===== src/rtl/branch_resolve_unit.sv =====
// Branch resolution stage: evaluates RV32I conditional branches, produces the
// redirect PC and mispredict flag, and trains a 2-bit saturating-counter BHT.
`default_nettype none

module branch_resolve_unit #(
  parameter int XLEN      = 32,
  parameter int BHT_DEPTH = 16,
  parameter int CNT_W     = 16
) (
  input  logic             CLK,
  input  logic             RST,
  input  logic             FLUSH,
  input  logic             IN_VALID,
  output logic             IN_READY,
  input  logic [2:0]       FUNCT3,
  input  logic [XLEN-1:0]  A,
  input  logic [XLEN-1:0]  B,
  input  logic [XLEN-1:0]  PC,
  input  logic [XLEN-1:0]  IMM,
  input  logic             PRED_TAKEN,
  output logic             OUT_VALID,
  input  logic             OUT_READY,
  output logic             TAKEN,
  output logic [XLEN-1:0]  TARGET,
  output logic [XLEN-1:0]  REDIRECT_PC,
  output logic             MISPREDICT,
  output logic             ILLEGAL,
  input  logic [XLEN-1:0]  LOOKUP_PC,
  output logic             LOOKUP_PRED,
  output logic [CNT_W-1:0] MISPRED_CNT
);

  localparam int IDXW = $clog2(BHT_DEPTH);
  localparam logic [1:0] CNT_RESET = 2'b01;

  // Comparison and direction decode
  logic            w_eq;
  logic            w_lts;
  logic            w_ltu;
  logic            w_taken;
  logic            w_illegal;
  logic            w_mispred;
  logic [XLEN-1:0] w_target;
  logic [XLEN-1:0] w_seq_pc;
  logic [XLEN-1:0] w_redirect;
  logic            w_accept;
  logic [IDXW-1:0] w_upd_idx;
  logic [IDXW-1:0] w_lkp_idx;

  assign w_eq  = (A == B);
  assign w_lts = ($signed(A) < $signed(B));
  assign w_ltu = (A < B);

  always_comb begin
    w_taken   = 1'b0;
    w_illegal = 1'b0;
    case (FUNCT3)
      3'b000:  w_taken = w_eq;
      3'b001:  w_taken = !w_eq;
      3'b100:  w_taken = w_lts;
      3'b101:  w_taken = !w_lts;
      3'b110:  w_taken = w_ltu;
      3'b111:  w_taken = !w_ltu;
      default: w_illegal = 1'b1;
    endcase
  end

  assign w_mispred  = !w_illegal && (w_taken != PRED_TAKEN);
  assign w_target   = PC + IMM;
  assign w_seq_pc   = PC + {{(XLEN-3){1'b0}}, 3'd4};
  assign w_redirect = w_taken ? w_target : w_seq_pc;

  // Handshake and output register
  logic            valid_q;
  logic            taken_q;
  logic [XLEN-1:0] target_q;
  logic [XLEN-1:0] redirect_q;
  logic            mispred_q;
  logic            illegal_q;

  assign IN_READY = !FLUSH && (!valid_q || OUT_READY);
  assign w_accept = IN_VALID && IN_READY;

  always_ff @(posedge CLK or posedge RST) begin
    if (RST) begin
      valid_q    <= 1'b0;
      taken_q    <= 1'b0;
      target_q   <= '0;
      redirect_q <= '0;
      mispred_q  <= 1'b0;
      illegal_q  <= 1'b0;
    end else if (FLUSH) begin
      valid_q <= 1'b0;
    end else if (w_accept) begin
      valid_q    <= 1'b1;
      taken_q    <= w_taken;
      target_q   <= w_target;
      redirect_q <= w_redirect;
      mispred_q  <= w_mispred;
      illegal_q  <= w_illegal;
    end else if (OUT_READY) begin
      valid_q <= 1'b0;
    end
  end

  assign OUT_VALID   = valid_q;
  assign TAKEN       = taken_q;
  assign TARGET      = target_q;
  assign REDIRECT_PC = redirect_q;
  assign MISPREDICT  = mispred_q;
  assign ILLEGAL     = illegal_q;

  // Saturating mispredict counter
  logic [CNT_W-1:0] cnt_q;
  logic [CNT_W-1:0] cnt_d;

  always_comb begin
    cnt_d = cnt_q;
    if (w_accept && w_mispred && (cnt_q != {CNT_W{1'b1}})) begin
      cnt_d = cnt_q + {{(CNT_W-1){1'b0}}, 1'b1};
    end
  end

  always_ff @(posedge CLK or posedge RST) begin
    if (RST) begin
      cnt_q <= '0;
    end else begin
      cnt_q <= cnt_d;
    end
  end

  assign MISPRED_CNT = cnt_q;

  // Branch history table; lookup reads the registered state so a same-index
  // update in the same cycle is only visible after the edge.
  logic [1:0] bht_q [BHT_DEPTH];
  logic [1:0] bht_d [BHT_DEPTH];

  assign w_upd_idx = PC[IDXW+1:2];
  assign w_lkp_idx = LOOKUP_PC[IDXW+1:2];

  always_comb begin
    for (int i = 0; i < BHT_DEPTH; i++) begin
      bht_d[i] = bht_q[i];
    end
    if (w_accept && !w_illegal) begin
      if (w_taken && (bht_q[w_upd_idx] != 2'b11)) begin
        bht_d[w_upd_idx] = bht_q[w_upd_idx] + 2'b01;
      end else if (!w_taken && (bht_q[w_upd_idx] != 2'b00)) begin
        bht_d[w_upd_idx] = bht_q[w_upd_idx] - 2'b01;
      end
    end
  end

  always_ff @(posedge CLK or posedge RST) begin
    if (RST) begin
      for (int i = 0; i < BHT_DEPTH; i++) begin
        bht_q[i] <= CNT_RESET;
      end
    end else begin
      for (int i = 0; i < BHT_DEPTH; i++) begin
        bht_q[i] <= bht_d[i];
      end
    end
  end

  assign LOOKUP_PRED = bht_q[w_lkp_idx][1];

  logic unused_lookup_bits;
  assign unused_lookup_bits = ^{LOOKUP_PC[XLEN-1:IDXW+2], LOOKUP_PC[1:0]};

endmodule

`default_nettype wire


===== config.mk =====
export PLATFORM = sky130hd
export DESIGN_NAME = branch_resolve_unit
export DESIGN_NICKNAME = d
export VERILOG_FILES = /design/src/rtl/branch_resolve_unit.sv
export SDC_FILE = /design/constraint.sdc
export NUM_CORES = 1
export LEC_CHECK = 0
export CAP_MARGIN = 20
export CORE_MARGIN = 4
export CORE_UTILIZATION = 48
export CTS_BUF_LIST = sky130_fd_sc_hd__clkbuf_8 sky130_fd_sc_hd__clkbuf_16
export DETAILED_ROUTE_END_ITERATION = 6
export PLACE_DENSITY = 0.79
export SYNTH_ARGS = -nofsm -noshare
export SYNTH_HDL_FRONTEND = slang
export SYNTH_SLANG_ARGS = --single-unit
export TNS_END_PERCENT = 5

===== constraint.sdc =====
create_clock -name CLK -period 4.1 [get_ports CLK]
set_input_delay 0.82 -clock CLK [delete_from_list [all_inputs] [get_ports CLK]]
set_output_delay 0.82 -clock CLK [all_outputs]
set_load 0.02 [all_outputs]

Word level (Yosys, flattened, before mapping):

Index checks and enable logic that the tools add are counted.

* register bits: 116
* bits of input ports: 169
* output and inout port bits: 86
* logic and storage cells: 86

* add/subtract/negate cells: 5
* magnitude comparators: 5
* equal/unequal tests: 9
* multiplexer cells: 18
* bitwise operators: 3
* reduce and logical (&&, ||, !) cells: 23

Operator list (number)
* $mux 32: 3
* $bwmux 32: 2
* $lt 32x32->1: 2
* $add 32x3->32 const B: 1
* $add 32x32->32: 1
* $eq 32x32->1: 1
* $add 16x1->16 const B: 1
* $bmux 2 s4: 2
* $ne 16x16->1 const B: 1
* $eq 3x3->1 const B: 4
* $ge 5x5->1 const B: 2
* $mux 2: 5
* $not 4->5: 2
* $logic_and 1x1->1: 9
* $demux 2 s4: 1
* $logic_not 1->1: 6
* $pmux 1 s6: 1
* $reduce_or 6->1: 1
* $lt 5x1->1 const B: 1
* $mux 1: 4
* $reduce_and 2->1: 2
* $reduce_bool 2->1: 2
* $eq 3x1->1 const B: 1
* $logic_not 3->1: 1
* 7 further kinds: 7

Depth between registers and ports, before layout:

* depth after elaboration: 8
* gate-level depth with buffers: 14

Worst setup path before layout:

No wires, ideal clock.

* path type: input to register
* from: in PC[2]
* to: reg bht_q[15] (netlist name)
* setup time: 125 ps
* data arrival time: 4258 ps
* required time: 3975 ps
* path slack: -283 ps
* cell stages on the path: 13
* path buffers: 3
* cells stage by stage: buf_1 mux4_2 mux2_2 o21ai_1 clkbuf_1 inv_1 ha_1 inv_1 a21oi_1 o21ai_0 buf_2 and4_4 mux2_4

* cells in the longest elaborated chain, start to end: 8
* elaborated cells on any way between the ends: 21
* those cells by class: 2 x add/sub; 2 x order compare; 1 x eq/ne; 9 x mux; 1 x bitwise; 6 x reduce/logical

Ends and longest elaborated chain
* start, declared: RTL line 18 `input logic [XLEN-1:0] PC,`
* $not 4->5 (not written as such) *
* $bmux 2 s4 (tied with other cells)
* $mux 2 (not written as such) / $logic_and 1x1->1 (equally long branches)
* $mux 2 (on tied branches)
* $sub 2x1->2 (tied with other cells): RTL line 150 `bht_d[w_upd_idx] = bht_q[w_upd_idx] - 2'b01;`
* $bwmux 32 (tied with other cells): RTL line 150
* $mux 32 / $reduce_bool 2->1 (equally long branches)
* $mux 32 / $reduce_and 2->1 (equally long branches)
* end signal, assigned by index: RTL line 162 `bht_q[i] <= bht_d[i];`
* end, declared: RTL line 136 `logic [1:0] bht_q [BHT_DEPTH];`

Mark *: on every way between the ends. The rest lies on a longest branch, timed or not. The select of a mux whose other input is x is not followed.
A chain may end at the register's enable or synchronous reset.

Final worst setup path:

* from: in LOOKUP_PC[2]
* to: out LOOKUP_PRED

* cells in the longest elaborated chain, start to end: 4

Ends and longest elaborated chain
* start, declared: RTL line 28 `input logic [XLEN-1:0] LOOKUP_PC,`
* $not 4->5 (not written as such): RTL line 167 `assign LOOKUP_PRED = bht_q[w_lkp_idx][1];`
* $bmux 2 s4: RTL line 167
* $mux 2 (not written as such) (2 in series): RTL line 167
* end, declared: RTL line 29 `output logic LOOKUP_PRED,`

No other way between the ends. The select of a mux whose other input is x is not followed.

==> metrics <==
setup bufs post-CTS=0; syn avg cell area=around 9.6 um^2; MaxCap Viol Count=0; Reg area=0.00292 mm^2; PwrDens=between 400 and 500 mW/mm^2; vias in the first global route=7813; CTS resizes=0; drt pass-1 iters=5; min setup slack post-route=between 200 and 250 ps; I/O pins=around 260; Nets=1392; Synth Instances=slightly below 900; largest net degree at the start of global routing=between 90 and 100; Worst R2R End=bht_q[7]$_DFFE_PP0P_; mux cell area share after synthesis=between 10% and 20%; final setup fails=0; largest family of logic cells by synthesized area=simple AND/OR/NAND/NOR gates; Worst Tran Pin Value=892 ps; layout cell share with drive strength beyond 1=~15%; Fillers=roughly 1300; Inst Count DP=approximately 1400; wire per inst=~18 um; Post-Synth Adder-Cell Area=a little over a tenth; Final Hold Viols=0; RSZ-0062 raised after global routing=no; Power, Total=approximately 4.9 mW; Clock transition at path regs=roughly 50 ps; post-route insts no fill=approximately 1400; H-tree levels=4; first-pass GRT wire length=between 30000 and 40000 um; total grt overflow=0; r2r worst-path depth=9; row cnt=48; Worst Skew=about 8.2 ps; # hold bufs at CTS=0; Mapped Nets=between 1000 and 1500; pre-CTS WS=-152 ps; commonest non-fill, non-tap cells in the layout=clkdlybuf4s50_1 (226), nand2_1 (128), dfrtp_1 (100); sequential-to-total area share from yosys stat=34.5%; GP Congestion=between 0.8 and 0.9; Lkg Pwr=between 5 and 6 nW; Critical Path Sink Type=output pin; starting density of the core=between 40% and 50%; flop2flop setup slack=1160 ps; setup TNS=0 ps; Synth Area in Simple Gates=between 10% and 20%; Detail Route Antenna Nets=0; initial DRC count=427; distinct cell type count after synthesis=70; post-synthesis compound-gate area fraction=approximately an eighth; Tightest Hold Check Type=flop to flop; period utilisation layout=94.3%; HPWL after detailed placement=18700 um; die area=about 0.02 mm^2; clock sinks=116; number of synthesized register bits=116; # DRC=0; Slew Viols, Final=0; critical path arrival=around 3100 ps; Worst Path Required=about 3300 ps; initial antenna violation count=0; Die Y=roughly 140 um; Hold WS=around 470 ps; type of the worst setup path=primary input to output pin; final wirelength=between 20000 and 25000 um; multi-input combinational cell area=between 0.005 and 0.006 mm^2; GRT Util Overall=24.5%; Skew-Pair Late Insertion Delay=420 ps; area delta synth->final=40.8%; most common cell after layout, fill and taps aside=clkdlybuf4s50_1; Hold Crit Depth=2; worst-path fanout max=4; Syn. warnings=0; Most used DFF post-synth=dfrtp_1; DR vias/cell=between 5 and 6; CTS max path bufs=2; Synth Cell Area=0.00848 mm^2; Hold EP=TARGET[30]$_DFFE_PP0P_; crit path time final=3870 ps; f_max=approximately 260 MHz; diode count=0; peak supply drop=0.000299 V; EDFF count, synth=0; detailed-route via count=7760; clk root buf=clkbuf_16; HP Start=TARGET[30]$_DFFE_PP0P_; xor/xnor share of the synthesized area=7.73%; Slew HR=between 40% and 50%; port bufs=226; Die Width=around 140 um; R2R Path Start=bht_q[1]$_DFFE_PP0P_; core box area=about 0.017 mm^2; total CTS buffers=17; Startpoint Class=primary input; ys async rst share=100%; status=finished, final reports clean; CTS tree=done
## metal layers
metal | GRT usage, % | up-vias | wire, um
met5 | 0 | - | 0
met4 | 7.85 | 0 | 474
met3 | 5.56 | 37 | 1730
met2 | 41.8 | 285 | 11900
met1 | 31.0 | 3724 | 10400
li1 | - | 3714 | -
## cell families after synthesis
group	after synthesis
AOI/OAI and AO/OA	167
muxes	77
buffers and inverters	78
adders and majority gates	71
xor gates and xnor gates	74
DFF	116
and+or+nand+nor	303
## cell type report
class / count / area share (%)
timing repair buffer: 276 / 22.7
tap: 225 / 2.36
multi-input combinational: 692 / 44.0
sequential: 116 / 24.5
clock buffer: 22 / 4.14
clock inverter: 9 / 0.755
inverter: 49 / 1.56
## how the worst max path moves through the flow
stage                  from  slack [ps]                     endpoint  depth (start not counted)
4_1_cts        LOOKUP_PC[2]         220                  LOOKUP_PRED                          4
3_5_place_dp          B[17]        -150         bht_q[7]$_DFFE_PP0P_                         12
5_1_grt               B[19]          80  REDIRECT_PC[22]$_DFFE_PP0P_                         14
6_report       LOOKUP_PC[2]         230                  LOOKUP_PRED                          4
3_3_place_gp          B[17]        -120         bht_q[7]$_DFFE_PP0P_                         12
2_1_floorplan         PC[2]          20        bht_q[15]$_DFFE_PP0P_                         13
## critical path, cell delays in order
cell and delay, ps:
clkdlybuf4s50_1 640, mux4_2 570, mux4_2 470, clkdlybuf4s50_1 550
## synthesized netlist by cell type, drive strengths merged (26+ instances only)
library cell	n	area share, %
nand2	129	5.7
o21ai	56	3.3
a21oi	42	2.5
xor2	27	2.8
inv	49	2.2
xnor2	47	4.9
ha	70	10
nand4	26	2.3
mux2	49	7.3
nand3	33	1.9
nor2	38	1.8
dfrtp	100	30
## where the power goes
group          total, mW  leakage [nW]  switching [mW]  internal (mW)
clock               1.47         0.307           0.512          0.958
combinational       1.85          3.67           0.911          0.939
sequential          1.59          1.42           0.171           1.42
## through the flow
| step | utilization, % | instance area (um^2) |
|---|---|---|
| global placement | 65.6 | 11400 |
| CTS | 69.0 | 11900 |
| floorplan | - | 8480 |
| global route | 69.0 | 11900 |
| detailed placement | 65.6 | 11400 |
| finish | 69.0 | 11900 |
Power figures use the tool's default switching activity.
